**src/rtl/instr_fetch_if.sv**
```systemverilog
// Fetch-stage bundle: instruction-memory port, redirect, and decode-side handshake.
// master = fetch stage, slave = surrounding memory/decode environment.
interface instr_fetch_if #(parameter int PC_W = 16);
  logic            en;
  logic            imem_req;
  logic [PC_W-1:0] imem_addr;
  logic            imem_ack;
  logic [31:0]     imem_rdata;
  logic            redirect;
  logic [PC_W-1:0] redirect_pc;
  logic            out_valid;
  logic            out_ready;
  logic [3:0]      op;
  logic [3:0]      rd;
  logic [3:0]      rs;
  logic [3:0]      rt;
  logic [15:0]     imm;
  logic [PC_W-1:0] pc_out;
  logic            trap;

  modport master (
    input  en, imem_ack, imem_rdata, redirect, redirect_pc, out_ready,
    output imem_req, imem_addr, out_valid, op, rd, rs, rt, imm, pc_out, trap
  );
  modport slave (
    output en, imem_ack, imem_rdata, redirect, redirect_pc, out_ready,
    input  imem_req, imem_addr, out_valid, op, rd, rs, rt, imm, pc_out, trap
  );
endinterface

```
**src/rtl/instr_fetch.sv**
```systemverilog
// Instruction fetch stage: PC, imem req/ack, IR with field split, valid/ready to decode.
// Optional illegal-opcode trap enabled by defining FETCH_ILLEGAL_TRAP_EN.
module instr_fetch #(
  parameter int              PC_W     = 16,
  parameter logic [PC_W-1:0] RESET_PC = '0,
  parameter int              PC_STEP  = 4
) (
  input logic         clk,
  input logic         rst_n,
  instr_fetch_if.master bus
);

`ifdef FETCH_ILLEGAL_TRAP_EN
  typedef enum logic [1:0] {IDLE, REQ, FULL, TRAP} state_t;
`else
  typedef enum logic [1:0] {IDLE, REQ, FULL} state_t;
`endif

  state_t          r_state, w_nxt;
  logic [PC_W-1:0] r_pc;
  logic [PC_W-1:0] r_pc_out;
  logic [31:0]     r_ir;
  logic            w_legal;
  logic            w_ack;

  assign w_ack = (r_state == REQ) && bus.imem_ack;

`ifdef FETCH_ILLEGAL_TRAP_EN
  logic r_trap;
  always_comb begin
    w_legal = 1'b0;
    case (bus.imem_rdata[31:28])
      4'b0000, 4'b0001, 4'b0011, 4'b0111, 4'b1111: w_legal = 1'b1;
      default: w_legal = 1'b0;
    endcase
  end
  assign bus.trap = r_trap;
`else
  assign w_legal  = 1'b1;
  assign bus.trap = 1'b0;
`endif

  always_comb begin
    w_nxt = r_state;
    case (r_state)
      IDLE: if (bus.en) w_nxt = REQ;
      REQ: begin
        if (bus.imem_ack) begin
`ifdef FETCH_ILLEGAL_TRAP_EN
          w_nxt = w_legal ? FULL : TRAP;
`else
          w_nxt = FULL;
`endif
        end
      end
      FULL: if (bus.out_ready) w_nxt = bus.en ? REQ : IDLE;
`ifdef FETCH_ILLEGAL_TRAP_EN
      TRAP: w_nxt = TRAP;
`endif
      default: w_nxt = IDLE;
    endcase
    // redirect wins over ack, handshake and trap
    if (bus.redirect) w_nxt = bus.en ? REQ : IDLE;
  end

  always_ff @(posedge clk or negedge rst_n) begin
    if (!rst_n) begin
      r_state  <= IDLE;
      r_pc     <= RESET_PC;
      r_ir     <= '0;
      r_pc_out <= '0;
`ifdef FETCH_ILLEGAL_TRAP_EN
      r_trap   <= 1'b0;
`endif
    end else begin
      r_state <= w_nxt;
      if (bus.redirect) begin
        r_pc <= {bus.redirect_pc[PC_W-1:2], 2'b00};
        r_ir <= '0;
`ifdef FETCH_ILLEGAL_TRAP_EN
        r_trap <= 1'b0;
`endif
      end else if (w_ack) begin
        // pc_out reports the faulting address on a trap as well
        r_pc_out <= r_pc;
        if (w_legal) begin
          r_ir <= bus.imem_rdata;
          r_pc <= r_pc + PC_W'(PC_STEP);
        end
`ifdef FETCH_ILLEGAL_TRAP_EN
        else r_trap <= 1'b1;
`endif
      end
    end
  end

  assign bus.imem_req  = (r_state == REQ);
  assign bus.imem_addr = r_pc;
  assign bus.out_valid = (r_state == FULL);
  assign bus.op        = r_ir[31:28];
  assign bus.rd        = r_ir[27:24];
  assign bus.rs        = r_ir[23:20];
  assign bus.rt        = r_ir[19:16];
  assign bus.imm       = r_ir[15:0];
  assign bus.pc_out    = r_pc_out;

endmodule

```
**src/flat_wrapper.sv**
```systemverilog
// flat-port wrapper written by rule: the top's interface ports become plain ports
module instr_fetch_flat 
#(
  parameter int              PC_W     = 16,
  parameter logic [PC_W-1:0] RESET_PC = '0,
  parameter int              PC_STEP  = 4
)
  (clk, rst_n, bus_en, bus_imem_ack, bus_imem_rdata, bus_redirect, bus_redirect_pc, bus_out_ready, bus_imem_req, bus_imem_addr, bus_out_valid, bus_op, bus_rd, bus_rs, bus_rt, bus_imm, bus_pc_out, bus_trap);
  instr_fetch_if #(.PC_W(PC_W)) bus_i ();
  input logic clk;
  input logic rst_n;
  input wire logic [$bits(bus_i.en)-1:0] bus_en;
  input wire logic [$bits(bus_i.imem_ack)-1:0] bus_imem_ack;
  input wire logic [$bits(bus_i.imem_rdata)-1:0] bus_imem_rdata;
  input wire logic [$bits(bus_i.redirect)-1:0] bus_redirect;
  input wire logic [$bits(bus_i.redirect_pc)-1:0] bus_redirect_pc;
  input wire logic [$bits(bus_i.out_ready)-1:0] bus_out_ready;
  output wire logic [$bits(bus_i.imem_req)-1:0] bus_imem_req;
  output wire logic [$bits(bus_i.imem_addr)-1:0] bus_imem_addr;
  output wire logic [$bits(bus_i.out_valid)-1:0] bus_out_valid;
  output wire logic [$bits(bus_i.op)-1:0] bus_op;
  output wire logic [$bits(bus_i.rd)-1:0] bus_rd;
  output wire logic [$bits(bus_i.rs)-1:0] bus_rs;
  output wire logic [$bits(bus_i.rt)-1:0] bus_rt;
  output wire logic [$bits(bus_i.imm)-1:0] bus_imm;
  output wire logic [$bits(bus_i.pc_out)-1:0] bus_pc_out;
  output wire logic [$bits(bus_i.trap)-1:0] bus_trap;
  assign bus_i.en = bus_en;
  assign bus_i.imem_ack = bus_imem_ack;
  assign bus_i.imem_rdata = bus_imem_rdata;
  assign bus_i.redirect = bus_redirect;
  assign bus_i.redirect_pc = bus_redirect_pc;
  assign bus_i.out_ready = bus_out_ready;
  assign bus_imem_req = bus_i.imem_req;
  assign bus_imem_addr = bus_i.imem_addr;
  assign bus_out_valid = bus_i.out_valid;
  assign bus_op = bus_i.op;
  assign bus_rd = bus_i.rd;
  assign bus_rs = bus_i.rs;
  assign bus_rt = bus_i.rt;
  assign bus_imm = bus_i.imm;
  assign bus_pc_out = bus_i.pc_out;
  assign bus_trap = bus_i.trap;
  instr_fetch #(.PC_W(PC_W), .RESET_PC(RESET_PC), .PC_STEP(PC_STEP)) u_core (.clk(clk), .rst_n(rst_n), .bus(bus_i));
endmodule
```
**config.mk**
```make
export PLATFORM = sky130hd
export DESIGN_NAME = instr_fetch_flat
export DESIGN_NICKNAME = d
export VERILOG_FILES = /design/src/rtl/instr_fetch_if.sv /design/src/rtl/instr_fetch.sv /design/src/flat_wrapper.sv
export SDC_FILE = /design/constraint.sdc
export NUM_CORES = 1
export LEC_CHECK = 0
export CAP_MARGIN = 20
export CORE_MARGIN = 2
export CORE_UTILIZATION = 43
export DETAILED_ROUTE_END_ITERATION = 6
export GPL_TIMING_DRIVEN = 0
export PLACE_DENSITY_LB_ADDON = 0.12
export SLEW_MARGIN = 20
export SYNTH_ARGS = -nofsm -noshare
export SYNTH_HDL_FRONTEND = slang
export SYNTH_SLANG_ARGS = --single-unit
export TNS_END_PERCENT = 100
```
**constraint.sdc**
```tcl
create_clock -name clk -period 1.9 [get_ports clk]
set_input_delay 0.475 -clock clk [delete_from_list [all_inputs] [get_ports clk]]
set_output_delay 0.475 -clock clk [all_outputs]
set_load 0.1 [all_outputs]
```
==> flow_summary.json <==
{
  "wl_per_cell_um": 15.0,
  "coreArea_mm2": 0.00639,
  "antenna_found_initial": 0,
  "hpwl_um": 5370,
  "drv_cap": 0,
  "cts_tree": "built",
  "drive_gt1_frac": 0.316,
  "ant_nets": 0,
  "hold_buffers": 0,
  "htree_levels": 3,
  "wirelength_um": 7470,
  "pre_cts_slack_ps": -399,
  "skew_ps": 6.16,
  "slowest_delay_ps": 580,
  "synth_ff_type": "dfrtp_1",
  "required_ps": 1420,
  "place_area_mm2": 0.00413,
  "maxSlewViolCount": 0,
  "synth_area_leaders": "dfrtp_1 (54%), nand2_1 (10%), a21oi_1 (5.8%)",
  "holdWs_ps": 42.5,
  "cts_root_buffer": "clkbuf_8",
  "synth_top_area_share": 0.542,
  "grt_util_all_layers": 0.217,
  "synth_area_leader_cell": "dfrtp_1",
  "path_delay_family": "buffers and inverters",
  "dieHeight_um": 85.6,
  "vias": 2529,
  "synth.distinct_cells": 38,
  "relSlewSlack": 0.627,
  "status": "completed",
  "syn_avg_cell_area_um2": 9.90,
  "globalplace.congestion": 0.847,
  "drc_errors": 0,
  "grt_pass1_vias": 2482,
  "start_util": 0.448,
  "setup.worst_path.start_class": "flop",
  "final_area_mm2": 0.00442,
  "yosysMostFrequentCell": "nand2_1",
  "synth_edf_count": 0,
  "grt_pass1_wl_um": 12400,
  "met1_usage": 0.269,
  "overflow": 0,
  "cts.path.max_buffers": 2,
  "areaGrowthSynthToFinish_pct": 54.5,
  "min_period_ps": 1860,
  "syn_inst": 289,
  "num_rows": 29,
  "use_met3": 0.0703,
  "cp_num_buf_inv": 1,
  "clkSinkCount": 62,
  "peakVddDrop_uv": 1010,
  "die_x_um": 85.6,
  "clk_pin_slew_ps": 70,
  "synth_area_mm2": 0.00286,
  "final_util": 0.692,
  "crit_fanout": 9,
  "grtUsageMet2": 0.349,
  "synth-seq-cells": 62,
  "crit_path_end_kind": "primary output",
  "layout.nets": 472,
  "arrival_ps": 1390,
  "gr-max-usage-layer": "met2",
  "async_flop_share": 1.00,
  "finalCritPeriodShare": 0.981,
  "numCtsBuffers": 9,
  "grt_max_degree": 38,
  "worst_slack_ps": 36.4,
  "io_pins": 121,
  "p_per_area_mw_per_mm2": 1160,
  "hold_class": "primary input to asynchronous set/reset pin",
  "die_area_mm2": 0.00732,
  "firstDrtPassIters": 4,
  "leakage_nw": 1.80,
  "setup_viol": 0,
  "n_antenna_cell": 0,
  "io_buffers": 112,
  "initialDrtViolationCount": 79,
  "synth-seq-area-share": 0.542,
  "tightestPinTransition_ps": 562,
  "vias_per_cell": 5.08,
  "fmax_mhz": 537,
  "crit_path_cell_trace": "clkdlybuf4s18_2",
  "critPathKind": "flop to primary output",
  "finalHoldViolCount": 0,
  "grt_setup_unrepaired": "false",
  "crit_slowest_cell": "clkdlybuf4s18_2",
  "clk_latency_ps": 340,
  "ys_warn_count": 0,
  "yosys-top-cells-count": "nand2_1 (77), dfrtp_1 (62), a21oi_1 (33)"
}
cell families after synthesis:
kind of cell	Yosys count	share of synthesized area
simple gates	122	0.211
flops	62	0.542
compound gates	60	0.125
buf+inv	25	0.0481
mux	16	0.0621
xor+xnor	2	0.00613
fa+ha+maj	1	0.00437
other cells	1	0.00131
report_power, final:
group          total (mW)  internal, mW  switching [mW]
clock                1.22         0.704           0.513
sequential           1.63          1.50           0.129
combinational        2.26         0.534            1.73
cell type report:
cell class,count,area [um2]
clock inverters,3,42.5
fillers,539,1970
plain buffers,24,136
flip-flops and latches,62,1570
clock buffers,12,165
well taps,77,96.3
multi-input cells,206,1200
inverters,1,3.75
repair buffers,113,1210
state kept, by name (all words and copies together) (netlist names):
| signal | cells |
|---|---|
| u_core.bus.imem_addr | 14 |
| u_core.bus.pc_out | 14 |
| u_core.r_ir | 32 |
| u_core.r_state | 2 |
path summary, 6_finish.rpt:
check	start	end	slack, ps	cells past startpoint
min	rst_n	u_core.bus.imem_addr[15]	40	1
min in group clk	u_core.bus.pc_out[14]	u_core.bus.pc_out[14]	490	1
max	u_core.bus.imem_addr[7]	bus_imem_addr[7]	40	1
max reg2reg	u_core.r_state[0]	u_core.bus.imem_addr[13]	250	6
max in group asynchronous	rst_n	u_core.bus.imem_addr[2]	1330	2
min reg2reg	u_core.bus.pc_out[14]	u_core.bus.pc_out[14]	490	1
through the flow:
step	cells	setup TNS [ps]	total power [mW]
global route	498	0	5.32
detailed placement	483	-14150	3.98
CTS	498	0	5.15
floorplan	293	0	3.37
finish	498	0	5.11
global placement	482	-121340	3.96
placed cells by master, fill, tap and decap left out, types with 3 or more instances in the layout:
master / n
clkbuf_1: 7
clkbuf_8: 12
mux2_2: 13
clkdlybuf4s50_1: 48
buf_4: 9
o21ai_0: 7
a31oi_1: 4
conb_1: 5
o41ai_1: 4
or4_1: 7
nand3_1: 3
buf_2: 7
nor2_1: 5
dfrtp_2: 12
a21oi_1: 33
or2_2: 7
o211ai_1: 5
nor2b_1: 6
clkdlybuf4s15_2: 58
nand4_1: 4
dfrtp_1: 50
nand2_1: 77
timing repair:
action,in CTS,in global routing
gates cloned,0,0
setup buffers,0,0
gates resized for setup,193,4
setup endpoints to repair,72,8
routing by layer:
layer	up-vias	wire length [um]
met3	12	569
li1	1248	-
met4	0	133
met5	-	0
met2	82	3590
met1	1187	3180
Note: power is estimated with default switching activity, not from simulation.
